==> config.mk <==
export PLATFORM = sky130hd
export DESIGN_NAME = multi_cycle_ctrl
export DESIGN_NICKNAME = d
export VERILOG_FILES = /design/src/rtl/multi_cycle_ctrl.sv
export SDC_FILE = /design/constraint.sdc
export NUM_CORES = 1
export LEC_CHECK = 0
export CAP_MARGIN = 20
export CELL_PAD_IN_SITES_DETAIL_PLACEMENT = 1
export CELL_PAD_IN_SITES_GLOBAL_PLACEMENT = 1
export CORE_MARGIN = 3
export CORE_UTILIZATION = 23
export DETAILED_ROUTE_END_ITERATION = 16
export GPL_ROUTABILITY_DRIVEN = 0
export PLACE_DENSITY = 0.88
export SLEW_MARGIN = 20
export SYNTH_ARGS = -nofsm -noshare
export SYNTH_HDL_FRONTEND = slang
export SYNTH_SLANG_ARGS = --single-unit
==> constraint.sdc <==
create_clock -name clk -period 2 [get_ports clk]
set_input_delay 0.4 -clock clk [delete_from_list [all_inputs] [get_ports clk]]
set_output_delay 0.4 -clock clk [all_outputs]
set_load 0.02 [all_outputs]
==> src/rtl/multi_cycle_ctrl.sv <==
// -----------------------------------------------------------------------------
// multi_cycle_ctrl
//
// Control FSM for the multi-cycle MIPS-subset datapath. It walks each
// instruction through IF -> ID -> EX -> (MEM) -> (WB) and drives every
// write-enable and mux select of the datapath. Instructions take 2 to 5 clocks.
//
// Ports
//   clk        in   system clock, rising-edge active
//   rst        in   synchronous, active-high reset
//   Inst_code  in   IR contents (meaningful from ID onward)
//   ZF         in   ALU zero flag (combinational from the datapath)
//   OF         in   ALU signed-overflow flag
//   PC_Write   out  PC load enable
//   PC_s       out  PC source: 00 PC+4, 01 branch target, 10 jump target
//   IR_Write   out  IR load enable
//   Write_Reg  out  register-file write enable
//   Mem_Write  out  data-memory write enable
//   ALU_OP     out  000 AND, 001 OR, 010 XOR, 011 NOR,
//                   100 ADD, 101 SUB, 110 SLTU, 111 SLL
//   rd_rt_s    out  1 = rt is the write address, 0 = rd
//   imm_s      out  1 = sign-extend imm16, 0 = zero-extend
//   rt_imm_s   out  1 = ALU B operand is the immediate, 0 = rt data
//   alu_mem_s  out  1 = write-back data from memory, 0 = from the ALU register
//   state      out  current state encoding (debug)
//   illegal    out  one-cycle pulse in ID on an undecodable instruction
// -----------------------------------------------------------------------------
module multi_cycle_ctrl #(
    parameter int ST_W = 4
) (
    input  logic            clk,
    input  logic            rst,
    input  logic [31:0]     Inst_code,
    input  logic            ZF,
    input  logic            OF,
    output logic            PC_Write,
    output logic [1:0]      PC_s,
    output logic            IR_Write,
    output logic            Write_Reg,
    output logic            Mem_Write,
    output logic [2:0]      ALU_OP,
    output logic            rd_rt_s,
    output logic            imm_s,
    output logic            rt_imm_s,
    output logic            alu_mem_s,
    output logic [ST_W-1:0] state,
    output logic            illegal
);

    typedef enum logic [3:0] {
        S_IF     = 4'd0,
        S_ID     = 4'd1,
        S_EX_R   = 4'd2,
        S_EX_I   = 4'd3,
        S_EX_LS  = 4'd4,
        S_EX_BR  = 4'd5,
        S_MEM_RD = 4'd6,
        S_MEM_WR = 4'd7,
        S_WB_R   = 4'd8,
        S_WB_I   = 4'd9,
        S_WB_LD  = 4'd10
    } state_t;

    localparam logic [5:0] OP_RTYPE = 6'b000000;
    localparam logic [5:0] OP_J     = 6'b000010;
    localparam logic [5:0] OP_BEQ   = 6'b000100;
    localparam logic [5:0] OP_BNE   = 6'b000101;
    localparam logic [5:0] OP_ADDI  = 6'b001000;
    localparam logic [5:0] OP_SLTIU = 6'b001011;
    localparam logic [5:0] OP_ANDI  = 6'b001100;
    localparam logic [5:0] OP_ORI   = 6'b001101;
    localparam logic [5:0] OP_XORI  = 6'b001110;
    localparam logic [5:0] OP_LW    = 6'b100011;
    localparam logic [5:0] OP_SW    = 6'b101011;

    localparam logic [5:0] FN_ADD   = 6'b100000;
    localparam logic [5:0] FN_SUB   = 6'b100010;
    localparam logic [5:0] FN_AND   = 6'b100100;
    localparam logic [5:0] FN_OR    = 6'b100101;
    localparam logic [5:0] FN_XOR   = 6'b100110;
    localparam logic [5:0] FN_NOR   = 6'b100111;
    localparam logic [5:0] FN_SLTU  = 6'b101011;
    localparam logic [5:0] FN_SLLV  = 6'b000100;

    localparam logic [2:0] ALU_AND  = 3'b000;
    localparam logic [2:0] ALU_OR   = 3'b001;
    localparam logic [2:0] ALU_XOR  = 3'b010;
    localparam logic [2:0] ALU_NOR  = 3'b011;
    localparam logic [2:0] ALU_ADD  = 3'b100;
    localparam logic [2:0] ALU_SUB  = 3'b101;
    localparam logic [2:0] ALU_SLTU = 3'b110;
    localparam logic [2:0] ALU_SLL  = 3'b111;

    // R-type funct decode: {valid, alu_op}
    function automatic logic [3:0] decode_r(input logic [5:0] fn);
        case (fn)
            FN_ADD:  decode_r = {1'b1, ALU_ADD};
            FN_SUB:  decode_r = {1'b1, ALU_SUB};
            FN_AND:  decode_r = {1'b1, ALU_AND};
            FN_OR:   decode_r = {1'b1, ALU_OR};
            FN_XOR:  decode_r = {1'b1, ALU_XOR};
            FN_NOR:  decode_r = {1'b1, ALU_NOR};
            FN_SLTU: decode_r = {1'b1, ALU_SLTU};
            FN_SLLV: decode_r = {1'b1, ALU_SLL};
            default: decode_r = {1'b0, ALU_ADD};
        endcase
    endfunction

    // I-type ALU opcode decode: {valid, alu_op}
    function automatic logic [3:0] decode_i(input logic [5:0] opc);
        case (opc)
            OP_ADDI:  decode_i = {1'b1, ALU_ADD};
            OP_ANDI:  decode_i = {1'b1, ALU_AND};
            OP_ORI:   decode_i = {1'b1, ALU_OR};
            OP_XORI:  decode_i = {1'b1, ALU_XOR};
            OP_SLTIU: decode_i = {1'b1, ALU_SLTU};
            default:  decode_i = {1'b0, ALU_ADD};
        endcase
    endfunction

    state_t     state_q, state_d;
    logic       of_q, of_d;

    logic [5:0] op;
    logic [5:0] funct;
    logic [3:0] r_dec;
    logic [3:0] i_dec;
    logic       ovf_trap;       // instruction whose write-back is suppressed on overflow
    logic       unused_inst;

    assign op          = Inst_code[31:26];
    assign funct       = Inst_code[5:0];
    assign r_dec       = decode_r(funct);
    assign i_dec       = decode_i(op);
    assign unused_inst = ^Inst_code[25:6];

    assign ovf_trap = ((op == OP_RTYPE) && ((funct == FN_ADD) || (funct == FN_SUB)))
                    || (op == OP_ADDI);

    assign state = ST_W'(state_q);

    always_ff @(posedge clk) begin
        if (rst) begin
            state_q <= S_IF;
            of_q    <= 1'b0;
        end else begin
            state_q <= state_d;
            of_q    <= of_d;
        end
    end

    // Overflow is sampled only as the arithmetic EX states retire, so the
    // flag seen in WB belongs to the instruction being written back.
    always_comb begin
        of_d = of_q;
        if ((state_q == S_EX_R) || (state_q == S_EX_I)) begin
            of_d = OF;
        end
    end

    always_comb begin
        state_d   = S_IF;
        PC_Write  = 1'b0;
        PC_s      = 2'b00;
        IR_Write  = 1'b0;
        Write_Reg = 1'b0;
        Mem_Write = 1'b0;
        ALU_OP    = ALU_ADD;
        rd_rt_s   = 1'b0;
        imm_s     = 1'b0;
        rt_imm_s  = 1'b0;
        alu_mem_s = 1'b0;
        illegal   = 1'b0;

        case (state_q)
            S_IF: begin
                IR_Write = 1'b1;
                PC_Write = 1'b1;
                PC_s     = 2'b00;
                state_d  = S_ID;
            end
            S_ID: begin
                if (op == OP_J) begin
                    PC_Write = 1'b1;
                    PC_s     = 2'b10;
                    state_d  = S_IF;
                end else if ((op == OP_RTYPE) && r_dec[3]) begin
                    state_d = S_EX_R;
                end else if (i_dec[3]) begin
                    state_d = S_EX_I;
                end else if ((op == OP_LW) || (op == OP_SW)) begin
                    state_d = S_EX_LS;
                end else if ((op == OP_BEQ) || (op == OP_BNE)) begin
                    state_d = S_EX_BR;
                end else begin
                    illegal = 1'b1;
                    state_d = S_IF;
                end
            end
            S_EX_R: begin
                ALU_OP   = r_dec[2:0];
                rt_imm_s = 1'b0;
                state_d  = S_WB_R;
            end
            S_EX_I: begin
                ALU_OP   = i_dec[2:0];
                rt_imm_s = 1'b1;
                imm_s    = (op == OP_ADDI) || (op == OP_SLTIU);
                state_d  = S_WB_I;
            end
            S_EX_LS: begin
                ALU_OP   = ALU_ADD;
                rt_imm_s = 1'b1;
                imm_s    = 1'b1;
                state_d  = (op == OP_LW) ? S_MEM_RD : S_MEM_WR;
            end
            S_EX_BR: begin
                ALU_OP   = ALU_SUB;
                rt_imm_s = 1'b0;
                imm_s    = 1'b1;
                PC_s     = 2'b01;
                PC_Write = (op == OP_BNE) ? ~ZF : ZF;
                state_d  = S_IF;
            end
            S_MEM_RD: begin
                state_d = S_WB_LD;
            end
            S_MEM_WR: begin
                Mem_Write = 1'b1;
                state_d   = S_IF;
            end
            S_WB_R: begin
                Write_Reg = ~(of_q & ovf_trap);
                rd_rt_s   = 1'b0;
                alu_mem_s = 1'b0;
                state_d   = S_IF;
            end
            S_WB_I: begin
                Write_Reg = ~(of_q & ovf_trap);
                rd_rt_s   = 1'b1;
                alu_mem_s = 1'b0;
                state_d   = S_IF;
            end
            S_WB_LD: begin
                Write_Reg = 1'b1;
                rd_rt_s   = 1'b1;
                alu_mem_s = 1'b1;
                state_d   = S_IF;
            end
            default: begin
                state_d = S_IF;
            end
        endcase

        // Reset squashes any write in flight, whatever state we are in.
        if (rst) begin
            PC_Write  = 1'b0;
            IR_Write  = 1'b0;
            Write_Reg = 1'b0;
            Mem_Write = 1'b0;
            illegal   = 1'b0;
        end
    end

endmodule

# After elaboration in Yosys (flattened, before gate mapping)

Cells that the tools add are included.

Bits in registers: 5
Latch bits: 0
Memory bits (writable): 0
Memory bits (read-only): 0
Output and inout bits: 18
Memories: 0

$add $sub $neg: 0
$mul: 0
Div/mod/pow operators: 0
Order comparisons: 0
Eq/ne operators: 28
Shift-type cells: 0
Mux-type cells: 33
Bitwise operators: 3
Reductions and logical operators: 14

Operators by type and width:

| kind                                                | count |
|---|---|
| equality test 6 bit, second input constant          | 9 |
| case mux 4 bit (8 select lines)                     | 1 |
| equality test 6 x 4 -> 1 bit, second input constant | 5 |
| case mux 4 bit (6 select lines)                     | 1 |
| case mux 4 bit (5 select lines)                     | 1 |
| two-way mux 1 bit                                   | 19 |
| equality test 6 x 3 -> 1 bit, second input constant | 3 |
| equality test 4 x 3 -> 1 bit, second input constant | 4 |
| two-way mux 3 bit                                   | 5 |
| equality test 4 bit, second input constant          | 3 |
| case mux 3 bit (3 select lines)                     | 1 |
| equality test 4 x 2 -> 1 bit, second input constant | 2 |
| OR reduction 2 bit                                  | 4 |
| equality test 6 x 2 -> 1 bit, second input constant | 1 |
| zero test 6 bit                                     | 1 |
| logical OR 1 bit                                    | 6 |
| equality test 4 x 1 -> 1 bit, second input constant | 1 |
| zero test 4 bit                                     | 1 |
| case mux 1 bit (2 select lines)                     | 2 |
| case mux 2 bit (2 select lines)                     | 1 |
| case mux 1 bit (3 select lines)                     | 1 |
| logical AND 1 bit                                   | 2 |
| two-way mux 2 bit                                   | 1 |
| NOT 1 bit                                           | 2 |
| AND 1 bit                                           | 1 |

# Logic depth before layout (Yosys ltp)

Depth in word-level cells: 9
Gate-level depth with buffers: 6
Mapped depth without buffers: 4

# Worst setup path after synthesis

OpenSTA, ideal clock, no wires.

Kind: reg2out
Start point: register state_q[0], in the netlist state[0]
End point: output port PC_Write
Arrival: 1.899 ns
Required time: 1.600 ns
Setup slack: -0.299 ns
Cell stages (with the launch flop): 5
Path buffers: 2
Cell sequence: dfxtp_1 -> buf_2 -> clkbuf_1 -> nand4_1 -> o41ai_1

Word-level cells in the longest chain between the ends: 3

Ends and longest elaborated chain:

| item                                                       | RTL line | text |
|---|---|---|
| from (decl)                                                | 121      | `state_t state_q, state_d;` |
| from (signal assigned)                                     | 147      | `state_q <= state_d;` |
| equality test 4 x 3 -> 1 bit, or another cell as far along | 175      | `case (state_q)` |
| case mux 1 bit (3 select lines) *                          | 175      |  |
| two-way mux 1 bit *                                        | 256      | `if (rst) begin` |
| to (decl)                                                  | 36       | `output logic PC_Write,` |

Mark *: on every way between the ends. The rest lies on a longest branch, timed or not.

# Worst setup path after layout

Start point: register state_q[3], in the netlist state[3]
End point: output port illegal

Word-level cells in the longest chain between the ends: 3

Ends and longest elaborated chain:

| item                         | RTL line | text |
|---|---|---|
| equality test 4 x 1 -> 1 bit | 175      |  |
| two-way mux 1 bit            | 175      |  |
| two-way mux 1 bit            | 256      |  |
| to (decl)                    | 47       | `output logic illegal` |

No other way between the ends.

==> out/results.tsv <==
stage	metric	value	unit
outcome	outcome	finished with violations	
outcome	failing checks	setup timing	
synthesis	Mapped Cells	109	
sta	skew final	0.00416	ns
clocking	CTS tree	done	
route	DRT antenna net count	0	
route	Residual DRC	0	
synthesis	top cells by count, synth	nor2_1, nand2_1, a21oi_1, dfxtp_1, nor3_1	
grt	vias in the first global route	1378	
synthesis	sequential-to-total area share from yosys stat	12.5	%
floorplan	die extent in x	65.1	um
sta	max_slew headroom	77.8	%
worst_setup_path	Critical Path, Cell by Cell	or4b_4 -> a31oi_4 -> o21ai_2 -> a2111oi_4 -> buf_4	
floorplan	Core Box Area	3180	um^2
synthesis	synthesized cell area	802	um^2
worst_setup_path	R2R cell count	5	
power	clock network power share	23.3	%
clocking	clock sinks	5	
route	DR iter-0 viols	82	
synthesis	FF+latch count, synth	5	
grt	GR peak layer	met2	
worst_setup_path	crit path DAT	1.85	ns
floorplan	Starting Density	25.2	%
hold_path	hold path cells	2	
clocking	clk_lat worst skew	0.25	ns
route	total wire length	4.36	mm
cells_and_area	Final Util	53.3	%
placed_design	HPWL after detailed placement	2.94	mm
synthesis	synth top area cells	dfxtp_1, nor2_1, mux2i_1, nand2_1, a21oi_1	
synthesis	synthesized area per cell	7.36	um^2
synthesis	ys async rst share	0	%
grt	antenna violations before repair	0	
worst_setup_path	Buf+Inv Stages, Crit Path	1	
power	Comb pwr share	56.6	%
clocking	Root Driver	clkbuf_4	
grt	gr ovfl total	0	
floorplan	I/O Pins	54	
sta	endpoints failing setup	7	
worst_setup_path	critical path type	register to output pin	
sta	Period Utilization, post-route	113	%
synthesis	most frequent cell after synthesis	nor2_1	
sta	worst hold slack	0.511	ns
synthesis	share of the synthesized area in the top cell type	12.5	%
route	DR vias/cell	5.24	
worst_setup_path	CP Launch Type	register	
sta	f_max	0.444	GHz
hold_path	Hold Crit Class	register to register	
sta	setup TNS	-1.12	ns
cells_and_area	Nets	223	
power	internal power	0.316	mW
cells_and_area	layout cells sized above 1	57.5	%
worst_setup_path	worst reg2reg setup slack	0.30	ns
placed_design	pre-CTS setup slack	-1.02	ns
worst_setup_path	crit-path max cell delay	0.57	ns
worst_setup_path	CP required	1.60	ns
power	fraction of power consumed by sequential logic	20.2	%
synthesis	Mapped Nets	145	
placed_design	IO buf count	33	
worst_setup_path	critical path's top delay family	simple AND/OR/NAND/NOR gates	
sta	Final WS setup	-0.251	ns
clocking	H-tree depth	1	
cells_and_area	Finished Layout Cells	230	
power	Power Dens Cells	302	nW/um^2
sta	final hold vios	0	
cells_and_area	# diodes	0	
worst_setup_path	CP Capture Type	output pin	
grt	grt met2 use	39.8	%
worst_setup_path	Stages on worst setup path	5	
power	IR drop worst, VDD	0.169	mV
floorplan	Die Ht	65.1	um
power	Leakage	0.711	nW
sta	final slew viol count	0	
clocking	Worst-path clk slew	0.05	ns
worst_setup_path	worst-path fanout max	4	
sta	post-layout minimum cycle time	2.25	ns
synthesis	Netlist cell types	49	
synthesis	cell taking the most area after synthesis	dfxtp_1	
grt	first-pass GRT wire length	7.09	mm
worst_setup_path	cell at the slowest stage of the critical path	or4b_4	
sta	RSZ-0062 raised after global routing	yes	
synthesis	Post-synth EDFFs	0	
power	Sw Pwr	0.196	mW
floorplan	die area	4230	um^2
grt	pin count of the biggest net entering global routing	12	
placed_design	post-placement cell count	219	
grt	met3 GRT Util	4.85	%
route	routed via count	1205	
grt	routing usage on met1	24.5	%
grt	Total GRT Usage	21.6	%
cells_and_area	Layout fillers	405	
synthesis	Most used DFF post-synth	dfxtp_1	
flow_run	Max Cap Viol	0	
power	Switching Share	38.3	%
route	routed length per instance	19.0	um
clocking	CTS buffer count	3	
route	1st-pass router iterations	4	
synthesis	Synth Warn #	0	
clocking	Clock Path Buffers	2	
floorplan	Cell Rows	20	
sta	Worst-Margin Slew	0.333	ns
cells_and_area	Area growth syn-to-layout	111	%
## path summary, 6_finish.rpt
| check | from | endpoint |
|---|---|---|
| max | state[3]$_SDFF_PP0_ | illegal |
| min reg2reg | of_q$_SDFFE_PP0N_ | of_q$_SDFFE_PP0N_ |
| min | of_q$_SDFFE_PP0N_ | of_q$_SDFFE_PP0N_ |
| max reg2reg | state[3]$_SDFF_PP0_ | state[1]$_SDFF_PP0_ |
## logic make-up after synthesis
logic type,after synthesis,share of synthesized area (%)
compound gates,29,29.5
xor+xnor,3,3.28
buf+inv,13,8.89
flops,5,12.5
mux,3,3.74
simple gates,56,42.1
## tightest hold or removal path: cells and delay by family, from the launching register on
family           cells  cell delay [ns]
and+or+nand+nor      1             0.08
DFF                  1             0.33
muxes                1             0.07
## cells in the final DEF (no fill, tap or decap), types with 2 or more instances in the layout
| cell type | netlist | final |
|---|---|---|
| a211o_1 | 2 | 2 |
| a21oi_1 | 5 | 4 |
| a31oi_1 | 4 | 3 |
| a31oi_4 | 1 | 2 |
| buf_2 | 4 | 2 |
| buf_4 | 0 | 43 |
| buf_6 | 2 | 12 |
| clkbuf_2 | 0 | 6 |
| clkbuf_4 | 0 | 3 |
| clkdlybuf4s15_2 | 0 | 2 |
| clkdlybuf4s50_1 | 0 | 6 |
| dfxtp_4 | 0 | 3 |
| dlygate4sd2_1 | 0 | 8 |
| inv_1 | 4 | 4 |
| mux2i_1 | 3 | 3 |
| nand2_1 | 8 | 7 |
| nand2b_1 | 4 | 4 |
| nand3_1 | 4 | 3 |
| nand3b_1 | 3 | 3 |
| nor2_1 | 9 | 7 |
| nor2_2 | 1 | 2 |
| nor3_1 | 5 | 3 |
| nor3_4 | 0 | 2 |
| o21ai_0 | 3 | 2 |
| o21ai_2 | 1 | 2 |
| or2_2 | 2 | 2 |
| or3_4 | 1 | 4 |
| or4_4 | 2 | 2 |
| or4b_4 | 1 | 2 |
| xor2_1 | 2 | 2 |
## metal layers
metal	up-vias	wire length, um
li1	565	-
met3	10	264
met1	582	1660
met5	-	0
met4	0	107
met2	48	2330
## metrics by stage
| step | power (mW) | area, um^2 |
|---|---|---|
| after floorplan | 0.223 | 858 |
| after global placement | 0.346 | 1500 |
| after detailed placement | 0.357 | 1500 |
| after CTS | 0.487 | 1620 |
| after global routing | 0.544 | 1700 |
| final | 0.512 | 1700 |
## cell type report
type | instances | area [um^2] | share of cell area (%)
Tap cell | 44 | 55.1 | 3.25
Timing Repair Buffer | 81 | 678 | 40.0
Sequential cell | 5 | 113 | 6.64
Clock buffer | 4 | 26.3 | 1.55
Multi-Input combinational cell | 91 | 802 | 47.3
Inverter | 5 | 21.3 | 1.25
## timing repair
action,CTS,global route
endpoints found under the setup margin,15,13
pin swaps,12,6
setup buffers,6,1
cloned,0,0
gates resized for setup,90,36
hold buffers,0,0
## power groups by stage
| stage | Sequential (mW) | Combinational (mW) | Clock (mW) |
|---|---|---|---|
| detailed placement | 0.107 | 0.250 | 0 |
| global route | 0.104 | 0.310 | 0.130 |
| floorplan | 0.110 | 0.113 | 0 |
| CTS | 0.104 | 0.260 | 0.122 |
| finish | 0.103 | 0.290 | 0.119 |
| global placement | 0.107 | 0.239 | 0 |
## state kept, by name, summed over array words and instances (netlist names)
| register | count |
|---|---|
| state | 4 |
| of_q | 1 |
Power figures use the tool's default switching activity.
